File: src/rtl/imem_pkg.sv
// Shared types and constants for the instruction-fetch controller.
// No logic; pure declarations plus a small address-check helper.
// Not applicable: no flow control lives here.
package imem_pkg;

  localparam int unsigned INSTR_W = 32;
  localparam int unsigned BYTE_W  = 8;
  localparam int unsigned PC_STEP = 4;

  typedef enum logic [1:0] {
    IDLE  = 2'd0,
    LOAD  = 2'd1,
    FETCH = 2'd2,
    FAULT = 2'd3
  } fetch_state_t;

  // One fetched instruction together with the address it came from.
  typedef struct packed {
    logic [INSTR_W-1:0] instr;
    logic [31:0]        pc;
  } fetch_entry_t;

  // A fetch address is illegal if it is not word aligned or runs past the last word.
  function automatic logic fetch_addr_bad(input logic [31:0] addr, input logic [31:0] last_addr);
    return (addr[1:0] != 2'b00) || (addr > last_addr);
  endfunction

endpackage

File: src/rtl/imem_skid_buf.sv
// One-entry {instr, pc} holding register absorbing the memory read latency.
// Latency: a loaded entry is visible on dout the cycle after load.
// Backpressure: owner decides load/pop; flush wins over load, load wins over pop.
module imem_skid_buf
  import imem_pkg::*;
(
  input  logic         clk,
  input  logic         rst_n,
  input  logic         flush,
  input  logic         load,
  input  logic         pop,
  input  fetch_entry_t din,
  output logic         full,
  output fetch_entry_t dout
);

  // Occupancy and payload; a load while full simply replaces the entry.
  always_ff @(posedge clk or negedge rst_n) begin
    if (!rst_n) begin
      full <= 1'b0;
      dout <= '0;
    end else if (flush) begin
      full <= 1'b0;
    end else if (load) begin
      full <= 1'b1;
      dout <= din;
    end else if (pop) begin
      full <= 1'b0;
    end
  end

endmodule

File: src/rtl/imem_fetch_ctrl.sv
// Fetch sequencer for a sync-read instruction memory plus byte-wide boot-loader port.
// Latency: first instruction 2 cycles after start, then 1/cycle; redirect target valid next cycle.
// Backpressure: at most 2 outstanding (1 in flight + 1 skid); while stalled with both full the in-flight word is re-read.
module imem_fetch_ctrl
  import imem_pkg::*;
#(
  parameter int unsigned MEM_SIZE = 256,
  parameter logic [31:0] RESET_PC = 32'h0000_0000
) (
  input  logic               clk,
  input  logic               rst_n,
  input  logic               start,
  input  logic               halt,
  input  logic               ld_valid,
  input  logic [31:0]        ld_addr,
  input  logic [BYTE_W-1:0]  ld_data,
  output logic               ld_ready,
  input  logic               ld_done,
  output logic [31:0]        mem_addr,
  output logic               mem_we,
  output logic [BYTE_W-1:0]  mem_wdata,
  input  logic [INSTR_W-1:0] mem_rdata,
  input  logic               redirect_valid,
  input  logic [31:0]        redirect_pc,
  output logic               instr_valid,
  input  logic               instr_ready,
  output logic [INSTR_W-1:0] instr,
  output logic [31:0]        instr_pc,
  output logic               fault
);

  localparam logic [31:0] LAST_ADDR = 32'(MEM_SIZE - PC_STEP);
  localparam logic [31:0] MAX_BYTE  = 32'(MEM_SIZE - 1);

  fetch_state_t state, state_nx;
  logic [31:0]  pc, pc_nx;
  logic         infl, infl_nx;
  logic [31:0]  infl_pc;
  logic         skid_flush, skid_load, skid_pop, skid_full;
  fetch_entry_t skid_din, skid_dout, cand;
  logic         cand_vld, xfer, can_issue;

  // pc always points one word past the in-flight fetch, so its address is implied.
  assign infl_pc  = pc - 32'(PC_STEP);
  assign skid_din = {mem_rdata, infl_pc};
  assign fault    = (state == FAULT);

  imem_skid_buf u_skid (
    .clk   (clk),
    .rst_n (rst_n),
    .flush (skid_flush),
    .load  (skid_load),
    .pop   (skid_pop),
    .din   (skid_din),
    .full  (skid_full),
    .dout  (skid_dout)
  );

  // Controller state, fetch pointer and in-flight flag.
  always_ff @(posedge clk or negedge rst_n) begin
    if (!rst_n) begin
      state <= IDLE;
      pc    <= RESET_PC;
      infl  <= 1'b0;
    end else begin
      state <= state_nx;
      pc    <= pc_nx;
      infl  <= infl_nx;
    end
  end

  // Next state, memory port, loader handshake and decode-side outputs.
  always_comb begin
    state_nx    = state;
    pc_nx       = pc;
    infl_nx     = infl;
    mem_addr    = pc;
    mem_we      = 1'b0;
    mem_wdata   = '0;
    ld_ready    = 1'b0;
    instr_valid = 1'b0;
    instr       = '0;
    instr_pc    = '0;
    skid_flush  = 1'b0;
    skid_load   = 1'b0;
    skid_pop    = 1'b0;
    cand_vld    = skid_full | infl;
    cand        = skid_full ? skid_dout : skid_din;
    xfer        = 1'b0;
    can_issue   = 1'b0;

    case (state)
      IDLE: begin
        if (ld_valid)   state_nx = LOAD;
        else if (start) state_nx = FETCH;
      end

      LOAD: begin
        ld_ready = 1'b1;
        if (ld_valid) begin
          mem_addr  = ld_addr;
          mem_wdata = ld_data;
          mem_we    = (ld_addr <= MAX_BYTE);
        end
        if (ld_done) state_nx = IDLE;
      end

      FETCH: begin
        if (redirect_valid) begin
          // Whole stream is stale: drop everything and fetch the target right away.
          skid_flush = 1'b1;
          if (fetch_addr_bad(redirect_pc, LAST_ADDR)) begin
            state_nx = FAULT;
            infl_nx  = 1'b0;
          end else begin
            mem_addr = redirect_pc;
            infl_nx  = 1'b1;
            pc_nx    = redirect_pc + 32'(PC_STEP);
          end
        end else begin
          instr_valid = cand_vld;
          if (cand_vld) begin
            instr    = cand.instr;
            instr_pc = cand.pc;
          end
          xfer = cand_vld & instr_ready;

          if (halt) begin
            // Rewind to the oldest word decode has not taken yet.
            state_nx   = IDLE;
            infl_nx    = 1'b0;
            skid_flush = 1'b1;
            if (skid_full && !xfer)            pc_nx = skid_dout.pc;
            else if (infl && (skid_full || !xfer)) pc_nx = infl_pc;
            else                                pc_nx = pc;
          end else begin
            can_issue = !skid_full || xfer;
            if (skid_full) begin
              if (xfer) begin
                if (infl) skid_load = 1'b1;
                else      skid_pop  = 1'b1;
              end else if (infl) begin
                // Nowhere to park the arriving word: read the same address again.
                mem_addr = infl_pc;
              end
            end else if (infl && !xfer) begin
              skid_load = 1'b1;
            end

            if (can_issue) begin
              if (fetch_addr_bad(pc, LAST_ADDR)) begin
                state_nx   = FAULT;
                infl_nx    = 1'b0;
                skid_flush = 1'b1;
              end else begin
                mem_addr = pc;
                infl_nx  = 1'b1;
                pc_nx    = pc + 32'(PC_STEP);
              end
            end
          end
        end
      end

      FAULT: begin
        state_nx = FAULT;
      end

      default: state_nx = IDLE;
    endcase
  end

endmodule
File: config.mk
export PLATFORM = sky130hd
export DESIGN_NAME = imem_fetch_ctrl
export DESIGN_NICKNAME = d
export VERILOG_FILES = /design/src/rtl/imem_pkg.sv /design/src/rtl/imem_skid_buf.sv /design/src/rtl/imem_fetch_ctrl.sv
export SDC_FILE = /design/constraint.sdc
export NUM_CORES = 1
export LEC_CHECK = 0
export CAP_MARGIN = 20
export CORE_ASPECT_RATIO = 1.5
export CORE_MARGIN = 8
export CORE_UTILIZATION = 45
export DETAILED_ROUTE_END_ITERATION = 8
export GPL_TIMING_DRIVEN = 0
export HOLD_SLACK_MARGIN = 0.15
export PLACE_DENSITY = 0.75
export SLEW_MARGIN = 25
export SYNTH_ARGS = -nofsm -noshare
export SYNTH_HDL_FRONTEND = slang
export SYNTH_SLANG_ARGS = --single-unit
File: constraint.sdc
create_clock -name clk -period 4.1 [get_ports clk]
set_input_delay 0.41 -clock clk [delete_from_list [all_inputs] [get_ports clk]]
set_output_delay 0.41 -clock clk [all_outputs]
set_load 0.01 [all_outputs]
Word-level counts from Yosys, hierarchy flattened

Cells that the tools add are included.

Bits in registers: 100
Input bits: 112
Output and inout port bits: 108
Word-level logic and storage cells: 110

$add $sub $neg: 3
Magnitude comparators: 3
Equal/unequal tests: 11
Mux-type cells: 66
Bitwise gates (word level): 3
Reductions and logical operators: 18

Operator list:

| cell                  | number |
|---|---|
| $mux 32               | 22 |
| $add 32x3->32 const B | 2 |
| $gt 32x8->1 const B   | 2 |
| $mux 64               | 1 |
| $pmux 32 s2           | 1 |
| $le 32x8->1 const B   | 1 |
| $sub 32x3->32 const B | 1 |
| $mux 1                | 31 |
| $mux 2                | 8 |
| $mux 8                | 2 |
| $reduce_and 5->1      | 2 |
| $ne 3x3->1 const B    | 3 |
| $ne 4x4->1 const B    | 2 |
| $pmux 2 s4            | 1 |
| $reduce_bool 3->1     | 2 |
| $eq 2x2->1 const B    | 2 |
| $logic_or 1x1->1      | 4 |
| $ne 2x2->1 const B    | 2 |
| $ne 4x1->1 const B    | 1 |
| $reduce_and 2->1      | 2 |
| $reduce_bool 2->1     | 2 |
| $logic_and 1x1->1     | 3 |
| $eq 2x1->1 const B    | 1 |
| $logic_not 1->1       | 2 |
| other kinds (4)       | 4 |

Logic depth before layout (Yosys ltp)

Depth in word-level cells: 11
Mapped depth: 10
Mapped depth without buffers: 8

Cells and area by module

A second synthesis with hierarchy kept.

Cell total of the unflattened synthesis: 993
Area, all modules: 8,484.4 um2

Modules (own cells, without submodules):

| module          | times used | cells each | area an instance (um2) | sequential area each (um2) |
|---|---|---|---|---|
| imem_fetch_ctrl | 1          | 853        | 5,743.0                | 875.8 |
| imem_skid_buf   | 1          | 140        | 2,741.4                | 1,626.6 |

Worst setup path before layout

Ideal clock, no wire load.

Kind: reg-to-output
From: reg pc[2]
To: out mem_addr[22]
Arrival time: 2.778 ns
Data required time: 3.690 ns
Slack: 0.912 ns
Cell stages (with the launch flop): 10
Buffers on the path: 1
Cell sequence: dfrtp_1 clkbuf_1 inv_1 ha_1 or3b_2 or4_2 nor3_2 a31oi_1 o21ai_0 o311ai_0

Word-level cells in the longest chain between the ends: 9
Elaborated cells on any way between the ends: 11
Those cells by class: 1 x add/sub; 1 x order compare; 8 x mux; 1 x reduce/logical

RTL lines:

| element                  | RTL line               | RTL |
|---|---|---|
| start: declaration       | imem_fetch_ctrl.sv:36  | `logic [31:0] pc, pc_nx;` |
| start signal: assignment | imem_fetch_ctrl.sv:67  | `pc <= pc_nx;` |
| $sub 32x3->32            | imem_fetch_ctrl.sv:44  | `assign infl_pc = pc - 32'(PC_STEP);` |
| $mux 32                  | imem_fetch_ctrl.sv:142 | `end else if (infl) begin` |
| $mux 32                  | imem_fetch_ctrl.sv:139 | `if (xfer) begin` |
| $mux 32                  | imem_fetch_ctrl.sv:138 | `if (skid_full) begin` |
| $mux 32                  | imem_fetch_ctrl.sv:151 | `if (fetch_addr_bad(pc, LAST_ADDR)) begin` |
| $mux 32 (*)              | imem_fetch_ctrl.sv:150 | `if (can_issue) begin` |
| $mux 32 (*)              | imem_fetch_ctrl.sv:128 | `if (halt) begin` |
| $mux 32 (*)              | imem_fetch_ctrl.sv:109 | `if (redirect_valid) begin` |
| $pmux 32 s2 (*)          | imem_fetch_ctrl.sv:92  | `case (state)` |
| end: declaration         | imem_fetch_ctrl.sv:19  | `output logic [31:0] mem_addr,` |

Every way passes the cells marked *; elsewhere a longest branch is shown, timed or not.

Final worst setup path

From: reg pc[2]
To: out instr_pc[22]

Word-level cells in the longest chain between the ends: 5

RTL lines:

| element          | RTL line               | RTL |
|---|---|---|
| $sub 32x3->32    | imem_fetch_ctrl.sv:44  |  |
| $mux 64          | imem_fetch_ctrl.sv:88  | `cand = skid_full ? skid_dout : skid_din;` |
| $mux 32          | imem_fetch_ctrl.sv:122 | `if (cand_vld) begin` |
| $mux 32          | imem_fetch_ctrl.sv:109 |  |
| $mux 32          | imem_fetch_ctrl.sv:92  |  |
| end: declaration | imem_fetch_ctrl.sv:28  | `output logic [31:0] instr_pc,` |

Every way passes these cells.

==> results.ini <==
[status]
status=finished clean

[drt]
finalWirelength_um=38030
final_antenna_net_count=0
drc=0
vias_per_cell=6.374
wl_per_cell_um=25.23
first_pass_iters=6
drtIter0Drc=1114
vias=9605

[finish]
layout_commonest_cell=clkdlybuf4s50_1
syn_to_final_growth_pct=36.85
antenna_cells=0
nets=1406
mostFrequentLayoutCells=clkdlybuf4s50_1 (210), nor2_1 (128), dfrtp_1 (100)
drive_above_1_share_pct=9.612

[logic_synthesis]
syn_nets=1170
synth_edf_count=0
synth_area_um2=8194
yosys.area.top_type=dfrtp_1
async_reset_ff_share_pct=100.0
synth_seq_area_share_pct=30.54
synthDistinctLibCells=75
synth_area_leaders=dfrtp_1 (31%), nor2_1 (5.9%), mux2_2 (5.1%), a21oi_1 (4.8%), mux2i_1 (4.8%)
ys_warn_count=0
syn_area_per_cell_um2=7.804
ys_seq_elements=100
syn-instance-count=1050
synth_top_area_share_pct=30.54
ys.flop_type=dfrtp_1

[cts]
clock_latency_ns=0.35
cts_tree=built
h-tree-depth=3
cts_buffers=9
clockBufferDepth=2
clk_pin_slew_ns=0.08
clock-root-buffer=clkbuf_16
cts_num_sinks=100

[sta]
fmax_mhz=244.7
setup_viol=0
hold_viol=0
fin_crit_sh_pct=99.69
slew_headroom_pct=41.77
slew_violations=0
timing_worst_slew_pin_value_ns=0.8734
clock-skew-final_ns=0.01012
setup_ws_ns=0.01280
final.setup.tns_ns=0
period_needed_ns=4.087

[worst_setup_path]
cp-start-kind=flip-flop
cp-endpoint=instr_pc[22]
r2r_slack_ns=0.70
critPathMaxFanout=10
crit_slowest_cell=clkdlybuf4s50_1
ff2ff_path_depth=8
cp.arrival_ns=3.68
cp-startpoint=pc[2]
reg2reg_from=pc[15]
cp.required_ns=3.69
cp_num_buf_inv=3
cp_top_family=simple AND/OR/NAND/NOR gates
cp_cell_sequence=clkbuf_4, inv_2, ha_4, or3b_4, nor4_4, nand3_2, xor2_1, a211oi_1, clkdlybuf4s50_1
end_kind=output port
cpPeakStageDelay_ns=0.61
crit_type=flip-flop to output port
worst-path-stages=9
r2r_end=u_skid.dout[2]

[global_route]
grt_pass1_vias=9548
grt_max_degree=72
grt_use_met1_pct=37.19
grt_pass1_wl_um=57510
antenna_found_initial=0
top_usage_layer=met2
grt_usage_pct=32.60
grt_remaining_overflow=0
grt_use_met3_pct=5.953
met2_usage_pct=54.69

[pwr]
pwr-share-clk_pct=15.3
power_leakage_uw=0.004358
pwr-share-seq_pct=21.9
p_int_uw=2916
switching_share_pct=47.54
worst_ir_drop_vdd_mv=0.2764
p_sw_uw=2643
combPwrFrac_pct=62.8
power.density_nw_per_um2=495.8

[place]
place.gp.congestion=0.9937
dp_hpwl_um=30190
pre_cts_ws_ns=-0.5445
io_buffers=217

[floorplan]
num_io_pins=220
rows=60
start_util_pct=45.86
dieArea_um2=22870
die_h_um=181.3
die_x_um=126.2
core_area_um2=17870

[hold_path]
hold_class=input pin to asynchronous set/reset pin

[job]
cap_violations=0

==> cell families (layout without fill, tap and decap cells) <==
kind of cell | after synthesis | count (layout) | share of synthesized area (%)
AOI/OAI and AO/OA | 312 | 312 | 24.77
xor gates and xnor gates | 35 | 35 | 3.741
adders and majority gates | 8 | 8 | 1.222
buffers and inverters | 118 | 358 | 5.741
DFF | 100 | 100 | 30.54
muxes | 76 | 76 | 9.849
and+or+nand+nor | 401 | 401 | 24.14
==> synth_stat cells, types with 4 or more instances <==
| master | n |
|---|---|
| a21o_1 | 8 |
| a31oi_1 | 18 |
| nand2_1 | 95 |
| or3_1 | 5 |
| o21a_1 | 27 |
| xnor2_1 | 25 |
| a211oi_1 | 15 |
| or2_2 | 5 |
| and2_1 | 5 |
| nand2b_1 | 6 |
| o22ai_1 | 8 |
| o2bb2ai_1 | 4 |
| a221o_1 | 6 |
| buf_1 | 11 |
| a22o_1 | 7 |
| nor2b_1 | 4 |
| mux2i_1 | 39 |
| inv_1 | 21 |
| mux2_2 | 37 |
| xor2_1 | 10 |
| clkbuf_1 | 70 |
| nand3_1 | 33 |
| a22oi_1 | 8 |
| nor2_1 | 128 |
| o21ai_0 | 70 |
| or4_1 | 6 |
| ha_1 | 8 |
| dfrtp_1 | 100 |
| nor4_1 | 28 |
| a311oi_1 | 5 |
| and3_1 | 15 |
| o221ai_1 | 5 |
| and4_1 | 5 |
| o31ai_1 | 9 |
| nor3_1 | 32 |
| buf_2 | 10 |
| nand4_1 | 17 |
| o211ai_1 | 8 |
| o311ai_0 | 6 |
| o31a_1 | 5 |
| a21oi_1 | 78 |
==> repair_timing <==
item                                    CTS  global route
buffers inserted                          4             2
gates resized for setup                  23            23
endpoints found under the hold margin    29             0
endpoints found under the setup margin   36            30
hold buffers                              1             0
pin swaps                                 1             2
==> power groups by stage <==
stage | combinational, uW | clock (uW) | sequential [uW]
global route | 3710 | 900 | 1230
finish | 3490 | 849 | 1220
detailed placement | 3280 | 0 | 1220
CTS | 3380 | 860 | 1210
global placement | 3280 | 0 | 1220
floorplan | 1890 | 0 | 1190
==> registers in the layout, summed over array words and instances (netlist names) <==
| register | cells |
|---|---|
| u_skid.full | 1 |
| state | 2 |
| u_skid.dout | 64 |
| pc | 32 |
| infl | 1 |
==> routing by layer <==
| metal | wire length, um | share of wire, % |
|---|---|---|
| met4 | 2589 | 6.8 |
| met2 | 18210 | 48 |
| met5 | 0 | 0 |
| met3 | 3245 | 8.5 |
| met1 | 13980 | 37 |
==> layout make-up <==
cell class,instances,area (um^2)
Sequential cell,100,2502
Clock inverter,6,56.30
Clock buffer,9,225.2
Tap cell,217,271.5
Inverter,22,82.58
Multi-Input combinational cell,832,5414
Fill cell,1692,6654
Timing Repair Buffer,226,2271
Buffer,95,390.4
==> worst min path at each step <==
| stage | cells after the start | slack, ns | from | endpoint |
|---|---|---|---|---|
| detailed placement | 1 | 0.31 | rst_n | u_skid.dout[39] |
| global route | 2 | 0.52 | rst_n | u_skid.dout[39] |
| CTS | 2 | 0.50 | rst_n | u_skid.dout[39] |
| global placement | 1 | 0.49 | u_skid.dout[32] | u_skid.dout[32] |
| floorplan | 0 | 0.11 | rst_n | infl |
| finish | 2 | 0.49 | rst_n | u_skid.dout[39] |
==> stage by stage <==
step | hold slack, ns | power [uW] | utilization (%) | std cells | area (um^2)
2_1_floorplan | 0.1144 | 3086 | - | 1050 | 8194
3_3_place_gp | 0.4886 | 4497 | 59.54 | 1484 | 10640
3_5_place_dp | 0.3140 | 4509 | 59.78 | 1486 | 10680
4_1_cts | 0.5000 | 5459 | 62.17 | 1506 | 11110
5_1_grt | 0.5165 | 5838 | 62.76 | 1507 | 11210
6_report | 0.4911 | 5560 | 62.76 | 1507 | 11210
Power figures use the tool's default switching activity.
